**config.mk**
```make
export PLATFORM = sky130hd
export DESIGN_NAME = ifu_fetch
export DESIGN_NICKNAME = d
export VERILOG_FILES = /design/src/rtl/ifu_fetch.sv
export SDC_FILE = /design/constraint.sdc
export NUM_CORES = 1
export LEC_CHECK = 0
export BUFFER_PORTS_ARGS = -buffer_cell sky130_fd_sc_hd__buf_2
export CAP_MARGIN = 20
export CORE_ASPECT_RATIO = 0.7
export CORE_MARGIN = 2
export CORE_UTILIZATION = 55
export CTS_BUF_LIST = sky130_fd_sc_hd__clkbuf_8
export CTS_CLUSTER_DIAMETER = 200
export CTS_CLUSTER_SIZE = 28
export DETAILED_ROUTE_END_ITERATION = 16
export PLACE_DENSITY_LB_ADDON = 0.3
export REMOVE_ABC_BUFFERS = 1
export SLEW_MARGIN = 20
export SYNTH_ARGS = -nofsm -noshare
export SYNTH_HDL_FRONTEND = slang
export SYNTH_SLANG_ARGS = --single-unit
```
**constraint.sdc**
```tcl
create_clock -name clk -period 4.8 [get_ports clk]
set_clock_uncertainty 0.15 [all_clocks]
set_input_delay 1.2 -clock clk [delete_from_list [all_inputs] [get_ports clk]]
set_output_delay 1.2 -clock clk [all_outputs]
set_load 0.1 [all_outputs]
```
**src/rtl/ifu_fetch.sv**
```systemverilog
// Instruction fetch unit: one outstanding SRAM fetch feeding a 2-entry {pc, inst} queue to ID.
// Optional macro IFU_ADEF_CHECK_EN adds misaligned-fetch detection and the if_to_id_adef port.
module ifu_fetch #(
    parameter logic [31:0] RESET_PC = 32'h1c000000
) (
    input  logic        clk,
    input  logic        rst,
    output logic        inst_sram_req,
    output logic [31:0] inst_sram_addr,
    input  logic        inst_sram_addr_ok,
    input  logic        inst_sram_data_ok,
    input  logic [31:0] inst_sram_rdata,
    input  logic        br_taken,
    input  logic        br_stall,
    input  logic [31:0] br_target,
    input  logic        i_id_ready,
    output logic        if_to_id_valid,
    output logic [31:0] if_to_id_pc,
    output logic [31:0] if_to_id_inst
`ifdef IFU_ADEF_CHECK_EN
    ,
    output logic        if_to_id_adef
`endif
);

    typedef enum logic [0:0] {S_REQ, S_WAIT} state_t;

    state_t           state_q, state_d;
    logic [31:0]      fetch_pc_q, fetch_pc_d;
    logic [31:0]      req_pc_q, req_pc_d;
    logic             discard_q, discard_d;
    logic [1:0]       count_q, count_d;
    logic             rd_ptr_q, rd_ptr_d;
    logic             wr_ptr_q, wr_ptr_d;
    logic [1:0][31:0] fifo_pc_q;
    logic [1:0][31:0] fifo_inst_q;

    logic             redirect;
    logic             pop;
    logic             push;
    logic             space;
    logic [1:0]       count_after_pop;
    logic [31:0]      push_pc;
    logic [31:0]      push_inst;

`ifdef IFU_ADEF_CHECK_EN
    logic [1:0]       fifo_adef_q;
    logic             push_adef;
    logic             misaligned;
    logic             adef_done_q, adef_done_d;

    assign misaligned    = fetch_pc_q[1:0] != 2'b00;
    assign if_to_id_adef = fifo_adef_q[rd_ptr_q];
`endif

    assign redirect        = br_taken & ~br_stall;
    assign if_to_id_valid  = (count_q != 2'd0) & ~redirect;
    assign if_to_id_pc     = fifo_pc_q[rd_ptr_q];
    assign if_to_id_inst   = fifo_inst_q[rd_ptr_q];
    assign pop             = if_to_id_valid & i_id_ready;
    assign count_after_pop = count_q - {1'b0, pop};
    assign space           = ~count_after_pop[1];
    assign inst_sram_addr  = fetch_pc_q;

    always_comb begin
        state_d       = state_q;
        fetch_pc_d    = fetch_pc_q;
        req_pc_d      = req_pc_q;
        discard_d     = discard_q;
        inst_sram_req = 1'b0;
        push          = 1'b0;
        push_pc       = req_pc_q;
        push_inst     = inst_sram_rdata;
`ifdef IFU_ADEF_CHECK_EN
        push_adef     = 1'b0;
        adef_done_d   = adef_done_q;
`endif
        unique case (state_q)
            S_REQ: begin
`ifdef IFU_ADEF_CHECK_EN
                // A misaligned PC is reported once as a fault entry instead of being fetched.
                if (misaligned) begin
                    if (space && !redirect && !adef_done_q) begin
                        push        = 1'b1;
                        push_pc     = fetch_pc_q;
                        push_inst   = 32'h0;
                        push_adef   = 1'b1;
                        adef_done_d = 1'b1;
                    end
                end else
`endif
                begin
                    // rst gates req so nothing is requested while held in reset.
                    inst_sram_req = rst & space & ~redirect;
                    if (inst_sram_req && inst_sram_addr_ok) begin
                        req_pc_d   = fetch_pc_q;
                        fetch_pc_d = fetch_pc_q + 32'd4;
                        state_d    = S_WAIT;
                    end
                end
            end
            S_WAIT: begin
                if (inst_sram_data_ok) begin
                    state_d   = S_REQ;
                    discard_d = 1'b0;
                    push      = ~discard_q & ~redirect;
                end else if (redirect) begin
                    discard_d = 1'b1;
                end
            end
            default: state_d = S_REQ;
        endcase
        if (redirect) begin
            fetch_pc_d = br_target;
`ifdef IFU_ADEF_CHECK_EN
            adef_done_d = 1'b0;
`endif
        end
    end

    always_comb begin
        if (redirect) begin
            count_d  = 2'd0;
            rd_ptr_d = 1'b0;
            wr_ptr_d = 1'b0;
        end else begin
            count_d  = count_q + {1'b0, push} - {1'b0, pop};
            rd_ptr_d = rd_ptr_q ^ pop;
            wr_ptr_d = wr_ptr_q ^ push;
        end
    end

    always_ff @(posedge clk or negedge rst) begin
        if (!rst) begin
            state_q    <= S_REQ;
            fetch_pc_q <= RESET_PC;
            req_pc_q   <= 32'h0;
            discard_q  <= 1'b0;
            count_q    <= 2'd0;
            rd_ptr_q   <= 1'b0;
            wr_ptr_q   <= 1'b0;
        end else begin
            state_q    <= state_d;
            fetch_pc_q <= fetch_pc_d;
            req_pc_q   <= req_pc_d;
            discard_q  <= discard_d;
            count_q    <= count_d;
            rd_ptr_q   <= rd_ptr_d;
            wr_ptr_q   <= wr_ptr_d;
        end
    end

    always_ff @(posedge clk or negedge rst) begin
        if (!rst) begin
            fifo_pc_q   <= '0;
            fifo_inst_q <= '0;
        end else if (push) begin
            fifo_pc_q[wr_ptr_q]   <= push_pc;
            fifo_inst_q[wr_ptr_q] <= push_inst;
        end
    end

`ifdef IFU_ADEF_CHECK_EN
    always_ff @(posedge clk or negedge rst) begin
        if (!rst) begin
            fifo_adef_q <= 2'b00;
            adef_done_q <= 1'b0;
        end else begin
            adef_done_q <= adef_done_d;
            if (push) begin
                fifo_adef_q[wr_ptr_q] <= push_adef;
            end
        end
    end
`endif

endmodule

```
---- Word-level counts from Yosys, hierarchy flattened ----
Cells that the tools add are included.
W data, S select, Z words.
storage, ports and cells
  bits in registers ....................... 198
  bits of input ports ..................... 71
  logic and storage cells ................. 62
operators by class
  $add $sub $neg .......................... 4
  magnitude comparators ................... 3
  equality and inequality tests ........... 1
  multiplexer cells ....................... 22
  bitwise operators ....................... 13
  reduce and logical (&&, ||, !) cells .... 8
operators with widths
  operator                 count
  $mux W32                 8
  $bwmux W64               2
  $add A32 B3 Y32 const B  1
  $demux W32 S1            1
  $mux W1                  9
  $and A1 B1 Y1            6
  $reduce_and A2 Y1        3
  $reduce_bool A2 Y1       3
  $not A1 Y1               5
  $lt A1 B2 Y1 const B     2
  $sub A2 B1 Y2            2
  $add A2 B1 Y2            1
  $logic_and A1 B1 Y1      2
  $mux W2                  1
  $ne A2 B1 Y1 const B     1
  $pmux W1 S2              1
  $xor A1 B1 Y1            2
  $ge A1 B1 Y1 const B     1

---- Longest topological paths before layout ----
  word-level depth ........................ 13
  gate-level depth with buffers ........... 10
  mapped depth without buffers ............ 9

---- Worst setup path after synthesis ----
Ideal clock, no wire load.
  path type ............................... in2out
  start point ............................. input port br_taken
  end point ............................... output port inst_sram_req
  arrival ................................. 6,273 ps
  required time ........................... 3,450 ps
  setup slack ............................. -2,823 ps
  stages on the path ...................... 3
  path buffers ............................ 1
  path through ............................ nor2b_1 clkbuf_1 a2111oi_0
on the way
  word-level cells in the longest chain between the ends .. 9
RTL lines
  element             RTL line  text
  start: declaration  13        input logic br_taken,
  $and A1 B1 Y1 (*)   56        assign redirect = br_taken & ~br_stall;
  $not A1 Y1 (*)      57, 94
  $and A1 B1 Y1       57        assign if_to_id_valid = (count_q != 2'd0) & ~redirect;
  $and A1 B1 Y1       60        assign pop = if_to_id_valid & i_id_ready;
  $sub A2 B1 Y2       61        assign count_after_pop = count_q - {1'b0, pop};
  $not A1 Y1          62        assign space = ~count_after_pop[1];
  $and A1 B1 Y1       94        inst_sram_req = rst & space & ~redirect;
  $and A1 B1 Y1 (*)   94
  $mux W1 (*)         78        unique case (state_q)
  end: declaration    8         output logic inst_sram_req,
Mark *: on every way between the ends. The rest lies on a longest branch, timed or not.

---- Final worst setup path ----
Ends and elaborated chain as after synthesis.

==> out/metrics.yaml <==
async_flop_share_pct: 100.0
core_area_um2: 15550
syn_area_um2: 8787
endpoint_kind: "primary output"
critPathMaxFanout: 2
postCtsSetupRepairBufs: 0
worst_path_max_delay_cell: "a2111oi_0"
maxSlewHeadroom_pct: 34.36
via_per_inst: 5.604
synth.most_common_cell: "mux2_2"
die_h_um: 109.8
syn_inst: 654
io_buffers: 168
cts_buffers: 17
outcome: "finished, final reports clean"
ys_warn_count: 0
setup_viol: 0
grt_pass1_vias: 6027
cp_cell_sequence: "buf_2 > nor2b_4 > a2111oi_0 > buf_12"
ys_seq_area_share_pct: 56.43
register_area_um2: 4960
grt_util_all_layers_pct: 23.07
antenna_found_initial: 0
hold_viol_final: 0
path_clk_slew_ns: 0.09
synthTopCellsByCount: "mux2_2 (224), dfrtp_1 (195), nand2_1 (41), clkbuf_1 (33), o21ai_0 (26)"
num_vias: 5727
drtAntennaViolNets: 0
fin_crit_sh_pct: 78.09
critPathBufInv: 2
worstHoldPathType: "flip-flop to flip-flop"
cpLargestDelayFamily: "compound AO/OA/AOI/OAI gates"
min_period_ns: 3.748
grt_setup_unrepaired: "no"
cts_tree: "built"
synth_edf_count: 0
wirelength_um: 18990
cts_resized: 0
row_count: 38
grt_max_degree: 199
ys.flop_type: "dfrtp_1"
grt_pass1_wl_um: 30360
yosysTopAreaCell: "dfrtp_1"
drtPass1Iterations: 5
timing.final.ws_setup_ns: 1.052
cp-start-kind: "input pin"
clock_latency_ns: 0.47
ys_seq_elements: 198
cts_buffer_depth: 2
dieArea_um2: 17020
final_nets: 885
hold_buffers: 0
slew_viol_final: 0
nFillCells: 1112
synthDistinctLibCells: 38
wire_per_inst_um: 18.58
gr-total-overflow: 0
antennaDiodeCount: 0
dp_hpwl_um: 12470
drc_errors: 0
rrSetupSlack_ns: 2.21
start_util_pct: 56.52
drive_gt1_share_pct: 53.65
cts_htree_levels: 4
worstPathRequired_ns: 3.45
max_freq_ghz: 0.2668
first_iter_violations: 330
synth_top_area_share_pct: 55.53
root_buffer: "clkbuf_8"
pre_cts_ws_ns: 0.9984
pin_count: 169
syn_avg_cell_area_um2: 13.44
cp.arrival_ns: 2.40
maxCapViolCount: 0
critPathMaxStageDelay_ns: 0.69
multiInputGateArea_um2: 3674
worst_pin_slew_ns: 0.9846
area_delta_synth_final_pct: 16.94
worstSetupPathType: "input pin to primary output"
die-width_um: 155.1
place_congestion: 0.7921
clock_sinks: 198
synthTopCellsByArea: "dfrtp_1 (56%), mux2_2 (29%), xnor2_1 (2.0%)"
-- cells by family after synthesis --
logic type	count (synthesis)	synth area share (%)
fa+ha+maj	5	0.7119
buf+inv	47	2.221
simple gates	111	6.507
mux	224	28.71
xor+xnor	27	2.691
flops	198	56.43
compound gates	42	2.734
-- final cells by class --
class,instances,share of cell area (%)
Sequential cell,198,48.27
Multi-Input combinational cell,409,35.75
Timing Repair Buffer,174,9.412
Clock buffer,19,2.545
Tap cell,200,2.435
Clock inverter,13,1.266
Inverter,9,0.3287
-- final timing paths --
kind                                               startpoint                             end  cells past startpoint
worst max-delay path                                 br_taken                   inst_sram_req                      4
worst min-delay path                fifo_pc_q[43]$_DFFE_PN0P_       fifo_pc_q[43]$_DFFE_PN0P_                      1
worst max register to register  inst_sram_addr[2]$_DFFE_PN0P_  inst_sram_addr[30]$_DFFE_PN0P_                      6
worst min register to register      fifo_pc_q[43]$_DFFE_PN0P_       fifo_pc_q[43]$_DFFE_PN0P_                      1
max in group asynchronous                                 rst       fifo_pc_q[16]$_DFFE_PN0P_                      3
min in group asynchronous                                 rst   inst_sram_addr[6]$_DFFE_PN0P_                      2
-- layout by cell type, fill, tap and decap left out, types with 2 or more instances in the layout --
cell	n
mux2_2	224
a31oi_1	5
ha_4	2
nor3_1	3
clkinv_2	5
nor3b_1	2
and3_1	7
dfrtp_1	194
buf_12	4
nor4_1	8
inv_1	10
clkinvlp_4	2
nand3_1	8
buf_2	166
or3_1	4
nor2_1	15
ha_1	3
inv_6	2
clkbuf_8	20
a21oi_1	4
o21ai_0	26
nand4_1	8
bufinv_16	2
and4_1	3
xor2_1	7
dfstp_2	3
buf_4	2
and2_1	3
nand2b_1	2
nand2_1	41
xnor2_1	20
-- layer usage --
layer / GRT usage, % / share of wire, %
met1: 30.37 / 44
met5: 0 / 0
met3: 7.253 / 6.9
met2: 37.46 / 47
met4: 6.349 / 1.3
-- metrics by stage --
step / utilization [%] / instances / TNS (ns) / cell area (um2) / hold WS, ns
2_1_floorplan: - / 616 / -22.24 / 8626 / 0.3251
3_3_place_gp: 63.27 / 988 / 0 / 9837 / 0.3305
3_5_place_dp: 63.27 / 988 / 0 / 9837 / 0.3401
4_1_cts: 65.79 / 1020 / 0 / 10230 / 0.3611
5_1_grt: 66.10 / 1022 / 0 / 10280 / 0.3705
6_report: 66.10 / 1022 / 0 / 10280 / 0.3552
-- sequential cells by signal (all words and copies together) (netlist names), 2 cells and up --
register	count
count_q	2
push_pc	32
fifo_inst_q	64
fifo_pc_q	64
inst_sram_addr	32
Power is left out: the tool's default activity adds up to more than one toggle a clock period on the data nets, which glitch-free logic cannot reach.
